`config.mk`:
```
export PLATFORM = sky130hd
export DESIGN_NAME = lane_fifo
export DESIGN_NICKNAME = d
export VERILOG_FILES = /design/src/rtl/lane_fifo_pkg.sv /design/src/rtl/lane_fifo.sv
export SDC_FILE = /design/constraint.sdc
export NUM_CORES = 1
export LEC_CHECK = 0
export CAP_MARGIN = 10
export CORE_MARGIN = 3
export CORE_UTILIZATION = 40
export DETAILED_ROUTE_END_ITERATION = 10
export SLEW_MARGIN = 40
export SYNTH_ARGS = -nofsm -noshare
export SYNTH_HDL_FRONTEND = slang
export SYNTH_SLANG_ARGS = --single-unit
```
`constraint.sdc`:
```
create_clock -name clk -period 2.7 [get_ports clk]
set_input_delay 0.675 -clock clk [delete_from_list [all_inputs] [get_ports clk]]
set_output_delay 0.675 -clock clk [all_outputs]
set_load 0.005 [all_outputs]
```
`src/rtl/lane_fifo_pkg.sv`:
```
// Shared defaults for the demux lanes, lane_fifo and the lane checker.
// Keeping the flag thresholds here lets all three agree on them.
package lane_fifo_pkg;

    localparam int unsigned LANE_DATA_W = 8;
    localparam int unsigned LANE_DEPTH  = 4;
    localparam int unsigned LANE_AF_TH  = 3;
    localparam int unsigned LANE_AE_TH  = 1;

    // Ceiling log2, usable in constant expressions.
    function automatic int unsigned clog2(input int unsigned v);
        int unsigned r;
        r = 0;
        for (int unsigned i = 0; i < 32; i++) begin
            if ((32'd1 << i) < v) begin
                r = i + 1;
            end
        end
        return r;
    endfunction

endpackage

```
`src/rtl/lane_fifo.sv`:
```
// Per-lane elastic buffer behind the 1:2 demux: pop handshake with registered
// read data, occupancy flags and a sticky overflow/underflow error bit.
module lane_fifo
    import lane_fifo_pkg::*;
#(
    parameter int unsigned DATA_W = LANE_DATA_W,
    parameter int unsigned DEPTH  = LANE_DEPTH,
    parameter int unsigned AF_TH  = LANE_AF_TH,
    parameter int unsigned AE_TH  = LANE_AE_TH
) (
    input  logic              clk,
    input  logic              reset_L,
    input  logic              push,
    input  logic [DATA_W-1:0] data_in,
    input  logic              pop,
    output logic [DATA_W-1:0] data_out,
    output logic              valid_out,
    output logic              full,
    output logic              empty,
    output logic              almost_full,
    output logic              almost_empty,
    output logic              err
);

    localparam int unsigned AW = clog2(DEPTH);
    localparam int unsigned CW = AW + 1;

    logic [DATA_W-1:0] mem [DEPTH];
    logic [AW-1:0]     wr_ptr;
    logic [AW-1:0]     rd_ptr;
    logic [CW-1:0]     count;

    logic do_wr;
    logic do_rd;
    logic err_set;

    // Flags decode the registered count directly.
    assign full         = (count == CW'(DEPTH));
    assign empty        = (count == CW'(0));
    assign almost_full  = (count >= CW'(AF_TH));
    assign almost_empty = (count <= CW'(AE_TH));

    // A read frees a slot in the same edge, so a full FIFO still accepts a
    // push alongside a pop; an empty FIFO never bypasses the write to the read.
    always_comb begin
        do_rd   = 1'b0;
        do_wr   = 1'b0;
        err_set = 1'b0;
        do_rd   = pop && !empty;
        do_wr   = push && (!full || do_rd);
        err_set = (push && full && !pop) || (pop && empty);
    end

    always_ff @(posedge clk) begin
        if (do_wr) begin
            mem[wr_ptr] <= data_in;
        end
    end

    always_ff @(posedge clk) begin
        if (reset_L) begin
            wr_ptr    <= '0;
            rd_ptr    <= '0;
            count     <= '0;
            data_out  <= '0;
            valid_out <= 1'b0;
            err       <= 1'b0;
        end else begin
            valid_out <= do_rd;
            if (do_wr) begin
                wr_ptr <= wr_ptr + AW'(1);
            end
            if (do_rd) begin
                rd_ptr   <= rd_ptr + AW'(1);
                data_out <= mem[rd_ptr];
            end
            case ({do_wr, do_rd})
                2'b10:   count <= count + CW'(1);
                2'b01:   count <= count - CW'(1);
                default: count <= count;
            endcase
            if (err_set) begin
                err <= 1'b1;
            end
        end
    end

endmodule

```
==> run_results.csv <==
group,metric,value,unit
timing,setup_viol,0,
die,row_count,25,
clocking,htreeDepth,2,
setup_path,cp_data_required_time,2.03,ns
routing,ant_nets,0,
yosys,synth_area,2090,sq um
global_routing,gr-usage-met2,22.5,%
timing,finClkSkew,0.00433,ns
power_and_ir_drop,ir_drop,0.335,mV
routing,route.detailed.drc,0,
power_and_ir_drop,p_total,2.19,mW
setup_path,critical_path.max_fanout,11,
setup_path,reg2reg_from,"count[0]",
placement,dp_hpwl,2600,um
yosys,ys_ff_latch,49,
clocking,clock_latency,0.29,ns
clocking,postCtsResizedCells,0,
global_routing,use_met1,16.4,%
cells_and_area,syn_to_final_growth,20.1,%
clocking,cts_buffers,5,
yosys,ys_seq_area_share,62.3,%
power_and_ir_drop,power.density,871,nW/um^2
timing,relSlewSlack,58.9,%
timing,fin_crit,2.37,ns
cells_and_area,nFillCells,430,
global_routing,grt.overflow.total,0,
cells_and_area,antenna_cells,0,
setup_path,cp-startpoint,"count[2]",
setup_path,critPathCaptureType,"output pin",
yosys,ys_types,27,
routing,via_per_inst,5.14,
cells_and_area,final_area,2510,sq um
routing,dr.pass1.iters,4,
routing,post_drt_wl_per_cell,15.2,um
yosys,synth_compound_area_share,8.02,%
clocking,hold_buffers,0,
timing,worst_pin_slew,0.615,ns
die,chipHeight,78.3,um
placement,port_buffers,25,
timing,slew_violations,0,
timing,fmax,421,MHz
timing,hold_viol,0,
yosys,yosys.area_share.adder,5.99,%
outcome,outcome,"finished, final reports clean",
clocking,cts_tree,"done",
die,io_pins,26,
yosys,synth_xor_area_share,0.838,%
die,initial_core_util,42.8,%
global_routing,grt.busiest_layer,"met2",
setup_path,worst_ep_arrival_time,1.70,ns
routing,vias,1274,
global_routing,antenna_found_initial,0,
yosys,synth_top_family_by_area,"multiplexers",
yosys,netlist_instances,154,
clocking,path_clk_slew,0.09,ns
global_routing,grt_use_total,13.6,%
routing,routed_wl,3780,um
global_routing,grt_pass1_vias,1225,
die,die_w,78.3,um
global_routing,grt_pass1_wl,6240,um
power_and_ir_drop,leakage,0.914,nW
placement,gp_congestion,0.759,
global_routing,met3_usage,4.36,%
job,max_cap_violations,0,
timing,rsz0062_at_grt,"false",
clocking,cts_buffer_depth,2,
die,core-area,4880,sq um
yosys,synth_warnings,0,
routing,drtIter0Drc,89,
hold_path,worstHoldStart,"err",
timing,hold_ws,0.455,ns
cells_and_area,nNetsFinal,202,
clocking,postCtsSetupBuffers,0,
yosys,avgSynthCellArea,13.6,sq um
clocking,cts_sinks,49,
yosys,synth.area.mux_share,10.1,%
die,fp.dieArea,6130,sq um
global_routing,grt_max_degree,18,
yosys,synthSimpleGateAreaFrac,8.38,%
yosys,synth_nets,176,
clocking,root_buffer,"clkbuf_8",
setup_path,start_kind,"flop",
timing,fin_tns_setup,0,ns
setup_path,crit_type,"flop to output pin",
cells_and_area,drive_above_1_share,6.63,%
hold_path,worstHoldPathType,"flop to flop",
timing,fin_crit_sh,87.9,%
placement,place_area,2400,sq um
## state kept, by name, indices dropped and copies added, names as in the netlist
register	cells
mem	32
rd_ptr	2
wr_ptr	2
count	3
err	1
data_out	8
valid_out	1
## kinds of logic after synthesis
kind of cell | after synthesis
xor gates and xnor gates | 2
DFF | 49
buffers and inverters | 21
and+or+nand+nor | 32
AOI/OAI and AO/OA | 32
adders and majority gates | 10
muxes | 8
## Yosys cell counts
cell type	number	area, sq um
a211oi_1	1	7.51
a21oi_1	15	75.1
and3_1	4	25.0
and3b_1	3	26.3
buf_2	1	5.00
buf_4	1	7.51
buf_6	1	11.3
clkbuf_1	5	18.8
clkbuf_2	1	5.00
dfxtp_1	17	340
edfxtp_1	32	961
ha_1	10	125
inv_1	10	37.5
inv_2	2	7.51
mux4_1	8	210
nand2_1	1	3.75
nand2b_1	1	6.26
nand3_1	11	55.1
nand3b_1	1	7.51
nor2_1	7	26.3
nor2b_1	2	12.5
nor3_1	1	5.00
o21ai_0	14	70.1
o21bai_1	1	7.51
o31ai_1	1	7.51
or4_1	1	7.51
xor2_1	2	17.5
## through the flow
stage / util (%) / std cells / setup WS, ns
after detailed placement: 49.2 / 240 / 0.254
after floorplan: - / 154 / 0.884
after global routing: 51.4 / 248 / 0.125
final: 51.4 / 248 / 0.326
after global placement: 49.2 / 240 / 0.321
after CTS: 51.4 / 248 / 0.294
## power breakdown
part           total, mW  internal [mW]  leakage [nW]  switching, mW
Combinational      0.703          0.367         0.426          0.336
Sequential         0.971          0.894         0.433         0.0772
Clock              0.511          0.278        0.0554          0.233
Total               2.19           1.54         0.914          0.646
## metal layers
metal  routed length [um]  up-vias
met4                   40        0
li1                     -      620
met2                 1940       30
met3                  158        4
met1                 1640      620
met5                    0        -
## worst paths after layout
path	endpoint	slack [ns]	cells past startpoint
setup / recovery	almost_full	0.33	5
hold / removal	err	0.45	2
setup reg to reg	count[2]	0.75	8
hold reg to reg	err	0.45	2
## area by class of cell
type	instances	area (sq um)	share of cell area, %
inverters	12	45.0	1.79
clock inverters	2	38.8	1.55
repair buffers	28	273	10.9
multi-input cells	84	696	27.7
flip-flops and latches	49	1300	51.8
clock buffers	6	72.6	2.89
well taps	67	83.8	3.34
## critical path, cell delays in order (launching register included)
cell	delay (ns)
dfxtp_1	0.50
inv_1	0.09
ha_1	0.20
nor2_1	0.08
o21ai_0	0.08
clkdlybuf4s50_1	0.45
## cells in the final DEF, fill, tap and decap left out, drive strengths merged, types with 2 or more instances in the layout
master         synthesis  layout
nor2                   7       7
dfxtp                 17      17
and3b                  3       3
a21oi                 15      15
mux4                   8       8
clkbuf                 6       6
nor2b                  2       2
edfxtp                32      32
xor2                   2       2
buf                    3       3
and3                   4       4
o21ai                 14      14
clkdlybuf4s50          0      25
inv                   12      12
ha                    10      10
nand3                 11      11
Note: power is estimated with default switching activity, not from simulation.
